<file path="config.mk">
export PLATFORM = sky130hd
export DESIGN_NAME = sync_frame_tx
export DESIGN_NICKNAME = d
export VERILOG_FILES = /design/src/rtl/sync_frame_pkg.sv /design/src/rtl/sync_frame_piso.sv /design/src/rtl/sync_frame_tx.sv
export SDC_FILE = /design/constraint.sdc
export NUM_CORES = 1
export LEC_CHECK = 0
export CORE_MARGIN = 8
export CORE_UTILIZATION = 52
export DETAILED_ROUTE_END_ITERATION = 7
export PLACE_DENSITY_LB_ADDON = 0.1
export SETUP_SLACK_MARGIN = 0.3
export SLEW_MARGIN = 30
export SYNTH_ARGS = -nofsm -noshare
export SYNTH_HDL_FRONTEND = slang
export SYNTH_SLANG_ARGS = --single-unit
</file>
<file path="constraint.sdc">
create_clock -name clk -period 2.1 [get_ports clk]
set_input_delay 0.315 -clock clk [delete_from_list [all_inputs] [get_ports clk]]
set_output_delay 0.315 -clock clk [all_outputs]
set_load 0.02 [all_outputs]
</file>
<file path="src/rtl/sync_frame_pkg.sv">
// -----------------------------------------------------------------------------
// sync_frame_pkg
// Shared types and helpers for the sync_frame_tx serial framer.
//   state_t          : FSM state encoding (idle, sync word, payload, parity,
//                      idle-zero gap)
//   SYNC_PAT_DEFAULT : default 5-bit sync word 11011
//   frame_len()      : number of frame bits (sync + data + optional parity)
//   max3()           : largest of three ints, used to size the bit counter
// -----------------------------------------------------------------------------
package sync_frame_pkg;

  typedef enum logic [2:0] {
    S_IDLE = 3'd0,
    S_SYNC = 3'd1,
    S_DATA = 3'd2,
    S_PAR  = 3'd3,
    S_GAP  = 3'd4
  } state_t;

  localparam logic [4:0] SYNC_PAT_DEFAULT = 5'b11011;

  function automatic int frame_len(input int sync_w, input int data_w,
                                   input int parity_en);
    return sync_w + data_w + ((parity_en != 0) ? 1 : 0);
  endfunction

  function automatic int max3(input int a, input int b, input int c);
    int m;
    m = a;
    if (b > m) m = b;
    if (c > m) m = c;
    return m;
  endfunction

endpackage

</file>
<file path="src/rtl/sync_frame_piso.sv">
// -----------------------------------------------------------------------------
// sync_frame_piso
// Loadable MSB-first parallel-in / serial-out shift register.
//   clk   : clock, rising edge
//   rst   : asynchronous active-high reset, clears the register
//   load  : capture din (takes priority over shift)
//   shift : move every bit one place toward the MSB, a 0 enters at the LSB
//   din   : parallel word, MSB is the first bit sent
//   msb   : current serial bit, taken straight from the register MSB
//
// Zeros are shifted in at the LSB, so once a full word has been shifted out
// the register is all-zero and msb idles low without any extra gating.
// -----------------------------------------------------------------------------
module sync_frame_piso #(
  parameter int W = 14
) (
  input  logic         clk,
  input  logic         rst,
  input  logic         load,
  input  logic         shift,
  input  logic [W-1:0] din,
  output logic         msb
);

  logic [W-1:0] sreg;

  always_ff @(posedge clk or posedge rst) begin
    if (rst) begin
      sreg <= '0;
    end else if (load) begin
      sreg <= din;
    end else if (shift) begin
      sreg <= sreg << 1;
    end
  end

  assign msb = sreg[W-1];

endmodule

</file>
<file path="src/rtl/sync_frame_tx.sv">
// -----------------------------------------------------------------------------
// sync_frame_tx
// Serial frame transmitter: sync word, payload (MSB first), optional even
// parity bit, then GAP idle zeros so downstream sync detectors re-arm.
//
// State table
//   state  | meaning
//   S_IDLE | ready for a payload, in_ready=1
//   S_SYNC | sending the SYNC_W sync bits
//   S_DATA | sending the DATA_W payload bits
//   S_PAR  | sending the even-parity bit (only when PARITY_EN=1)
//   S_GAP  | GAP cycles of out=0, out_en=0 before returning to idle
//
// Ports
//   clk        : clock, rising edge
//   rst        : asynchronous active-high reset
//   in_data    : payload, captured only on acceptance
//   in_valid   : payload offered
//   in_ready   : high in S_IDLE, forced low while rst is asserted
//   out        : serial bit (flop), 0 outside a frame
//   out_en     : high while out carries a frame bit (flop)
//   frame_done : one-cycle pulse with the last frame bit (flop)
// -----------------------------------------------------------------------------
module sync_frame_tx
  import sync_frame_pkg::*;
#(
  parameter int                SYNC_W    = 5,
  parameter logic [SYNC_W-1:0] SYNC_PAT  = SYNC_W'(SYNC_PAT_DEFAULT),
  parameter int                DATA_W    = 8,
  parameter int                PARITY_EN = 1,
  parameter int                GAP       = 2
) (
  input  logic              clk,
  input  logic              rst,
  input  logic [DATA_W-1:0] in_data,
  input  logic              in_valid,
  output logic              in_ready,
  output logic              out,
  output logic              out_en,
  output logic              frame_done
);

  localparam int L       = frame_len(SYNC_W, DATA_W, PARITY_EN);
  localparam int CNT_MAX = max3(SYNC_W, DATA_W, GAP);
  localparam int CNT_W   = $clog2(CNT_MAX + 1);

  // Counter reload values: a state lasting N cycles is entered with N-1 and
  // left when the counter reads 0, so it never has to wrap.
  localparam logic [CNT_W-1:0] SYNC_LD = CNT_W'(SYNC_W - 1);
  localparam logic [CNT_W-1:0] DATA_LD = CNT_W'(DATA_W - 1);
  localparam logic [CNT_W-1:0] GAP_LD  = CNT_W'(GAP - 1);

  // State that carries the final frame bit.
  localparam state_t LAST_ST = (PARITY_EN != 0) ? S_PAR : S_DATA;

  if (SYNC_W < 1) begin : g_bad_sync_w
    $error("sync_frame_tx: SYNC_W must be at least 1");
  end
  if (DATA_W < 1) begin : g_bad_data_w
    $error("sync_frame_tx: DATA_W must be at least 1");
  end
  if (GAP < 1) begin : g_bad_gap
    $error("sync_frame_tx: GAP must be at least 1");
  end

  state_t           state, state_d;
  logic [CNT_W-1:0] cnt, cnt_d;
  logic             accept;
  logic             load, shift;
  logic             out_en_d, frame_done_d;
  logic [L-1:0]     frame_word;

  assign accept = in_valid && (state == S_IDLE);

  if (PARITY_EN != 0) begin : g_par
    assign frame_word = {SYNC_PAT, in_data, ^in_data};
  end else begin : g_nopar
    assign frame_word = {SYNC_PAT, in_data};
  end

  // ---------------------------------------------------------------------------
  // State register and bit counter
  // ---------------------------------------------------------------------------
  always_ff @(posedge clk or posedge rst) begin
    if (rst) begin
      state <= S_IDLE;
      cnt   <= '0;
    end else begin
      state <= state_d;
      cnt   <= cnt_d;
    end
  end

  // ---------------------------------------------------------------------------
  // Next-state and counter reload
  // ---------------------------------------------------------------------------
  always_comb begin
    state_d = state;
    cnt_d   = cnt;
    unique case (state)
      S_IDLE: begin
        cnt_d = '0;
        if (accept) begin
          state_d = S_SYNC;
          cnt_d   = SYNC_LD;
        end
      end
      S_SYNC: begin
        if (cnt == '0) begin
          state_d = S_DATA;
          cnt_d   = DATA_LD;
        end else begin
          cnt_d = cnt - 1'b1;
        end
      end
      S_DATA: begin
        if (cnt == '0) begin
          if (PARITY_EN != 0) begin
            state_d = S_PAR;
            cnt_d   = '0;
          end else begin
            state_d = S_GAP;
            cnt_d   = GAP_LD;
          end
        end else begin
          cnt_d = cnt - 1'b1;
        end
      end
      S_PAR: begin
        state_d = S_GAP;
        cnt_d   = GAP_LD;
      end
      S_GAP: begin
        if (cnt == '0) begin
          state_d = S_IDLE;
          cnt_d   = '0;
        end else begin
          cnt_d = cnt - 1'b1;
        end
      end
      default: begin
        state_d = S_IDLE;
        cnt_d   = '0;
      end
    endcase
  end

  // ---------------------------------------------------------------------------
  // Output decode
  // out_en and frame_done are registered from the *next* state so they line
  // up with the bit the shift register presents in the following cycle.
  // ---------------------------------------------------------------------------
  always_comb begin
    load         = accept;
    shift        = (state == S_SYNC) || (state == S_DATA) || (state == S_PAR);
    out_en_d     = (state_d == S_SYNC) || (state_d == S_DATA) ||
                   (state_d == S_PAR);
    frame_done_d = (state_d == LAST_ST) && (cnt_d == '0);
  end

  always_ff @(posedge clk or posedge rst) begin
    if (rst) begin
      out_en     <= 1'b0;
      frame_done <= 1'b0;
    end else begin
      out_en     <= out_en_d;
      frame_done <= frame_done_d;
    end
  end

  assign in_ready = (state == S_IDLE) && !rst;

  // The register is loaded with exactly L bits and shifted once per frame bit,
  // so it is empty (out=0) by the time the gap starts.
  sync_frame_piso #(
    .W (L)
  ) u_piso (
    .clk   (clk),
    .rst   (rst),
    .load  (load),
    .shift (shift),
    .din   (frame_word),
    .msb   (out)
  );

endmodule

</file>
; After elaboration in Yosys (flattened, before gate mapping)
; Cells that the tools add are included.
[word_totals]
register_bits = 23
in_bits = 11
out_inout_bits = 4
wordCells = 38
[op_classes]
muxes = 11
n_eq_ne = 7
addsub = 1
n_reduce_logical = 14
[ops]
columns = operator, n
row1 = 14-bit two-way mux, 2
row2 = 4-bit case mux with 4 select lines, 1
row3 = 3-bit two-way mux, 5
row4 = 3-bit case mux with 5 select lines, 1
row5 = "3-bit by 2-bit == test with 1-bit output, second input constant", 4
row6 = 4-bit zero test, 2
row7 = 4-bit two-way mux, 2
row8 = 8-bit parity, 1
row9 = "3-bit by 1-bit == test with 1-bit output, second input constant", 2
row10 = 1-bit logical OR, 4
row11 = "4-bit by 1-bit subtractor with 4-bit output, second input constant", 1
row12 = "3-bit == test, second input constant", 1
row13 = 1-bit logical AND, 3
row14 = 3-bit zero test, 1
row15 = 2-bit nonzero test, 1
row16 = 2-bit OR reduction, 1
row17 = 1-bit zero test, 1

; Logic depth before layout (Yosys ltp)
; Gate-level depths: netlist of run 1.
[depth]
word_depth = 7
ltp_mapped = 6
mapped_depth_nobuf = 6

; Cells and area by module
; From an unflattened synthesis of run 1, not the netlist that was laid out.
[unflattened]
cells_unflattened = 130
hier_area_um2 = 1271.2
[modules_own_cells]
columns = module, seq_area_each_um2, cells_per_inst, n_inst, area_per_inst_um2
row1 = sync_frame_piso, 350.3, 62, 1, 659.4
row2 = sync_frame_tx, 225.2, 68, 1, 611.8

; Worst setup path after synthesis of run 1
; No wires, ideal clock.
[synth_timing]
path_kind = register to output
startpoint = register state[0]
endpoint = output in_ready
path_stages_with_launch = 4
slack_ps = 478
arrival_ps = 1307
required_time_ps = 1785
n_path_buf = 1
path_cell_list = dfrtp_1 or2_1 clkbuf_1 nor3_1
[synth_between]
elab_chain_cells = 2
[synth_lines]
columns = item, line_no
row1 = from (decl), sync_frame_tx.sv:66  ; state_t state, state_d;
row2 = from (signal assigned), sync_frame_tx.sv:89  ; state <= state_d;
row3 = 3-bit zero test, sync_frame_tx.sv:171  ; assign in_ready = (state == S_IDLE) && !rst;
row4 = 1-bit logical AND, sync_frame_tx.sv:171
row5 = to (decl), sync_frame_tx.sv:37  ; output logic in_ready,
; No other way between the ends.

; Worst setup path in the final report of run 1
[layout_timing]
startpoint = register cnt[0]
endpoint = register cnt[0]
[layout_between]
elab_chain_cells = 3
word_cells_on_any_way = 5
cone_classes = add/sub (1) / mux (3) / reduce/logical (1)
[layout_lines]
columns = item, line_no
row1 = from (decl), sync_frame_tx.sv:67  ; logic [CNT_W-1:0] cnt, cnt_d;
row2 = from (signal assigned), sync_frame_tx.sv:90  ; cnt <= cnt_d;
row3 = 4-bit by 1-bit subtractor with 4-bit output or 4-bit zero test (tied branches), -
row4 = "4-bit two-way mux, on equally long branches", "sync_frame_tx.sv:134, sync_frame_tx.sv:109"
row5 = 4-bit case mux with 4 select lines *, sync_frame_tx.sv:100  ; unique case (state)
row6 = named net cnt_d[0], sync_frame_tx.sv:67
; Mark *: on every way through the listed nets, which the timed path passes. The rest lies on a longest branch.
; A chain may end at the register's enable or synchronous reset.

==> results of run 1 <==
## synth_stat cells
cell type  instances  share of area
xnor2_1            7          0.053
ha_1               2          0.022
or3_1              1         0.0054
or3b_4             1         0.0097
nand2_1           10          0.032
inv_1              3         0.0097
nor3b_4            1          0.016
buf_2              4          0.017
nand2b_1           3          0.016
a32o_1             3          0.026
xor2_1             2          0.015
clkbuf_1           2         0.0065
a32oi_1            1         0.0076
o21ai_1           11          0.048
o22ai_1            1         0.0054
a21o_1             1         0.0065
inv_2              1         0.0032
a2bb2oi_1          1         0.0076
dfrtp_1           23           0.50
nor3_1             2         0.0086
o32a_1             4          0.035
a22oi_1            8          0.052
or2_1              1         0.0054
o32ai_1            1         0.0076
nand3b_1           1         0.0065
o211ai_1           1         0.0065
nor2_1             5          0.016
nor2_2             1         0.0054
and2_1             1         0.0054
clkbuf_4           1         0.0065
a21oi_1            5          0.022
o2bb2ai_1          1         0.0076
nand3_1            1         0.0043
a21oi_2            1         0.0076
## layer usage
layer  track usage  up-vias  routed length (µm)
met5             0        -                   0
met4        0.0585        0                  22
met3        0.0336        4                 114
met2         0.205       28                1150
met1         0.145      459                1070
li1              -      440                   -
## layout by cell type, fill, tap and decap left out
cell	netlist	final
or2_1	1	1
nor2_2	1	1
xnor2_1	7	7
a21o_1	1	1
a21oi_1	5	5
or3b_4	1	1
or3_1	1	1
a32o_1	3	3
nor2_1	5	5
o22ai_1	1	1
a32oi_1	1	1
o32ai_1	1	1
nand3b_1	1	1
a21oi_2	1	1
clkdlybuf4s50_1	0	13
and2_1	1	1
nand2b_1	3	3
clkbuf_1	2	1
inv_2	1	1
a22oi_1	8	8
o32a_1	4	4
o21ai_1	11	11
o2bb2ai_1	1	1
dfrtp_1	23	23
nor3b_4	1	1
xor2_1	2	2
ha_1	2	2
o211ai_1	1	1
nand3_1	1	1
buf_4	0	6
inv_1	3	3
nor3_1	2	2
a2bb2oi_1	1	1
nand2_1	10	10
clkbuf_2	0	1
clkbuf_4	1	3
## power breakdown
group | leakage (nW) | internal, mW | switching (mW)
registers | 0.285 | 0.639 | 0.118
clock network | 0.0150 | 0.0741 | 0.128
logic | 0.261 | 0.515 | 0.588
## cell families after synthesis
| group | count (synthesis) | share of synthesized area |
|---|---|---|
| XOR/XNOR | 9 | 0.0681 |
| AND/OR/NAND/NOR | 28 | 0.132 |
| adder cells (fa/ha/maj) | 2 | 0.0216 |
| flip-flops | 23 | 0.497 |
| buffers and inverters | 11 | 0.0432 |
| AO/OA/AOI/OAI | 39 | 0.238 |
## sequential cells by signal, summed over array words and instances, names as in the netlist
name and count:
frame_done 1, state 3, u_piso.sreg 14, cnt 4, out_en 1
## path summary, 6_finish.rpt
path / start / to / slack (ns)
setup / recovery: cnt[0] / cnt[0] / 0.41
hold / removal: rst / u_piso.sreg[12] / 0.38
setup reg to reg: cnt[0] / cnt[0] / 0.41
hold reg to reg: u_piso.sreg[6] / u_piso.sreg[6] / 0.50
max in group asynchronous: rst / u_piso.sreg[4] / 1.49
min in group clk: u_piso.sreg[6] / u_piso.sreg[6] / 0.50
## worst max-delay path, cell delays in order (launching register included)
cell and delay [ns]:
dfrtp_1 0.43, inv_1 0.11, ha_1 0.20, or3b_4 0.43, a21oi_2 0.14, o21ai_1 0.07
a32o_1 0.21
## timing repair
action                                  in CTS  in global routing
hold buffers                                 0                  0
endpoints found under the setup margin       1                  1
resized for setup                            1                  3
## stage by stage
step	instances	util	hold WS [ns]	setup WS (ns)	power, mW
6_report	157	0.635	0.376	0.409	2.06
5_1_grt	157	0.635	0.416	0.337	2.22
4_1_cts	157	0.637	0.382	0.330	2.08
3_5_place_dp	153	0.625	0.478	0.239	1.88
3_3_place_gp	153	0.625	0.472	0.261	1.84
2_1_floorplan	112	-	0.317	0.478	1.58
## cell type report
| type | instances | share of cell area |
|---|---|---|
| clock buffers | 4 | 0.0193 |
| inverters | 4 | 0.0110 |
| multi-input cells | 78 | 0.390 |
| flip-flops and latches | 23 | 0.422 |
| well taps | 28 | 0.0257 |
| repair buffers | 20 | 0.132 |
==> results.cfg, run 1 <==
[outcome]
outcome = complete, no violations

[place]
placed_area_um2 = 1340
hpwl_um = 1760
io_buffers = 14
gp_congestion = 0.854

[final_layout]
diodes = 0
layout-drive-gt1-share = 0.116
synthToLayoutAreaGrowth_pct = 17.8
final_nets = 143
fillCellCount = 183
multi_input_area_um2 = 532
seq_area_um2 = 576
fin_area_um2 = 1360

[sta]
rsz0062_at_grt = no
slew_headroom = 0.691
slew_violations = 0
skew_ns = 0.0125
fin_crit_ns = 1.69
worst_pin_slew_ns = 0.461
finalSetupViolCount = 0
finalHoldViolations = 0
fin_setup_tns_ns = 0
clock.fmax_mhz = 591
fin_crit_sh = 0.805

[cts]
cts-root-buf = clkbuf_4
cts_sinks = 23
cts_made_buffers = 3
postCtsSetupBuffers = 0
cts_tree = done
htree_levels = 1
cts_buffer_depth = 2
clk_pin_slew_ns = 0.13
clk_latency_ns = 0.31

[worst_setup_path]
crit_arrival_ns = 1.90
crit_fanout = 5
worstRegToRegCells = 6
criticalPathCategory = flop to flop
cp-end-kind = flop
required_ns = 2.31
startpoint_type = flop

[drt]
vias = 931
dr.pass1.iters = 4
via_per_inst = 5.93
drc = 0
wl_um = 2350
wire_per_inst_um = 15.0
ant_nets = 0
drtIter0Drc = 30

[job]
maxCapViolations = 0

[synthesis]
synth_seq_cells = 23
syn_nets = 125
postSynthAreaPerCell_um2 = 10.3
synthCells = 112
synth_cell_types = 34
yosys_warnings = 0
synth_area_um2 = 1160
ys_seq_area_frac = 0.497

[floorplanning]
placementRows = 17
dieArea_um2 = 3990
initial_core_util = 0.539
die_x_um = 63.2
die_h_um = 63.2
core_um2 = 2150
pin_count = 15

[grt]
track_usage = 0.124
grt_max_degree = 24
grt_pass1_wl_um = 4070
grt_pass1_vias = 922
grt-ovfl-total = 0
antenna_found_initial = 0

[pwr]
power.density_nw_per_um2 = 1510
p_leak_nw = 0.561
peakVddDrop_mv = 0.799

[min_path]
hold_path_class = primary input to asynchronous set/reset pin
No activity file was read; power rests on OpenSTA's default activity.
==> run 2, diff against run 1 <==
- CORE_UTILIZATION: 52 -> 48
- clock period: 2.1 -> 1.5 ns (I/O delays scaled with it)
==> run 2 against run 1 <==
  * The run now ends with setup timing left
  * Cell area up 24%
  * Clock-buffer cell count down 1
  * Sequential share of layout area down 8.2 points
  * Register-to-register slack worse by 0.47 ns
  * Critical path depth unchanged
  * Total power up 85%
  * Clock skew down 0.0066 ns
  * Sequential power up 45%
  * Setup slack worse by 0.47 ns
==> results.cfg, run 2 (same netlist as run 1, synthesis figures left out) <==
[floorplanning]
die_x_um = 65.1
initial_core_util = 0.513
placementRows = 17
pin_count = 15
dieArea_um2 = 4240
core_um2 = 2250
die_h_um = 65.1

[sta]
skew_ns = 0.00588
slew_violations = 0
worst_pin_slew_ns = 0.293
fin_crit_sh = 1.04
holdWs_ns = 0.309
fin_crit_ns = 1.56
finalHoldViolations = 0
slew_headroom = 0.804
finalSetupViolCount = 2
clock.fmax_mhz = 641
fin_setup_tns_ns = -0.0922
finalWorstSetupSlack_ns = -0.0605
rsz0062_at_grt = yes

[final_layout]
multi_input_area_um2 = 668
stdcell_count = 174
final_nets = 160
final_common_cell = dfrtp_1
largest_registers = u_piso.sreg x14, cnt x4, state x3
layout-drive-gt1-share = 0.452
max_flop_register = u_piso.sreg
synthToLayoutAreaGrowth_pct = 46.1
diodes = 0
seq_area_um2 = 576
fillCellCount = 156
largest_reg_flops = 14
final_cell_mix = dfrtp_1 (23), buf_4 (16), clkdlybuf4s50_1 (10), nand2_2 (8), xnor2_1 (7)

[place]
hpwl_um = 1840
dp_cells = 160
gp_congestion = 0.792
io_buffers = 14

[pwr]
peakVddDrop_mv = 1.35
report.power.total_mw = 3.82
p_leak_nw = 0.696
power.density_nw_per_um2 = 2260

[grt]
grt_pass1_vias = 1049
grt_max_degree = 24
antenna_found_initial = 0
grt-ovfl-total = 0
grt_pass1_wl_um = 4570
track_usage = 0.134

[cts]
clk_pin_slew_ns = 0.13
cts_tree = done
clk_latency_ns = 0.30
htree_levels = 1
cts_buffer_depth = 2
cts_sinks = 23
cts-root-buf = clkbuf_4
hold_buffers = 0
cts_made_buffers = 3

[worst_setup_path]
critical_path.top_delay_family = flip-flops
required_ns = 1.70
critPathBufInv = 1
startpoint_type = flop
slowest_stage = dfrtp_1
crit_chain = inv_2 > ha_4 > or3b_4 > a21oi_2 > o21ai_1 > a32o_1
max_stage_delay_ns = 0.42
crit_arrival_ns = 1.76
criticalPathCategory = flop to flop
cp-end-kind = flop
crit_fanout = 5

[drt]
drtIter0Drc = 46
drc = 0
dr.pass1.iters = 4
wire_per_inst_um = 16.8
via_per_inst = 5.76
ant_nets = 0
vias = 1002
wl_um = 2930

[outcome]
failed_checks = setup timing
outcome = finished with violations

[min_path]
hold_path_class = primary input to asynchronous set/reset pin

[job]
maxCapViolations = 0
-- run 2: changes by cell type in the layout (fill, tap and decap cells not counted), moves of 3 or more --
cell,delta
buf_4,+10
nand2_1,-8
nand2_2,+8
buf_6,+5
o21ai_1,-5
a22oi_1,-4
a22oi_2,+4
nor2_1,-4
o21ai_2,+4
clkdlybuf4s50_1,-3
nor2_4,+3
-- run 2: power breakdown --
group,switching [mW],internal [mW],total [mW]
Clock,0.186,0.0993,0.285
Sequential,0.207,0.895,1.10
Combinational,1.16,1.27,2.44
Total,1.56,2.27,3.82
-- run 2: metal layers --
metal  global-route usage  share of wire  wire length, µm
met1                0.164           0.43             1250
met2                0.227           0.54             1570
met3               0.0254          0.031               91
met4               0.0572         0.0048               14
met5                    0              0                0
-- run 2: tightest hold or removal path, delay by kind of cell --
| family | cells | cell delay, ns |
|---|---|---|
| buffers and inverters | 3 | 0.79 |
-- run 2: cell type report --
| type | instances | share of cell area |
|---|---|---|
| multi-input combinational | 78 | 0.395 |
| sequential | 23 | 0.340 |
| timing repair buffer | 37 | 0.217 |
| tap | 28 | 0.0207 |
| clock buffer | 3 | 0.0133 |
| inverter | 4 | 0.0104 |
| clock inverter | 1 | 0.00296 |
-- run 2: path summary, 6_finish.rpt --
| check | start | end | slack (ns) | cells past startpoint |
|---|---|---|---|---|
| max | cnt[1] | cnt[0] | -0.06 | 6 |
| min | rst | u_piso.sreg[6] | 0.31 | 3 |
| max reg2reg | cnt[1] | cnt[0] | -0.06 | 6 |
| min reg2reg | u_piso.sreg[2] | u_piso.sreg[2] | 0.52 | 2 |
| max in group asynchronous | rst | cnt[2] | 0.97 | 3 |
| min in group clk | u_piso.sreg[2] | u_piso.sreg[2] | 0.52 | 2 |
-- run 2: stage by stage --
stage | setup WS, ns | area (µm²) | utilization
finish | -0.0605 | 1690 | 0.750
floorplan | 0.0452 | 1180 | -
global route | -0.122 | 1690 | 0.750
detailed placement | -0.187 | 1430 | 0.632
global placement | -0.156 | 1430 | 0.632
CTS | -0.0374 | 1590 | 0.706
-- run 2: repair_timing --
item | CTS | global route
setup buffers | 5 | 4
endpoints found under the setup margin | 27 | 25
cloned | 1 | 0
hold endpoints to repair | 0 | 0
gates resized for setup | 34 | 20
pin swaps | 10 | 12
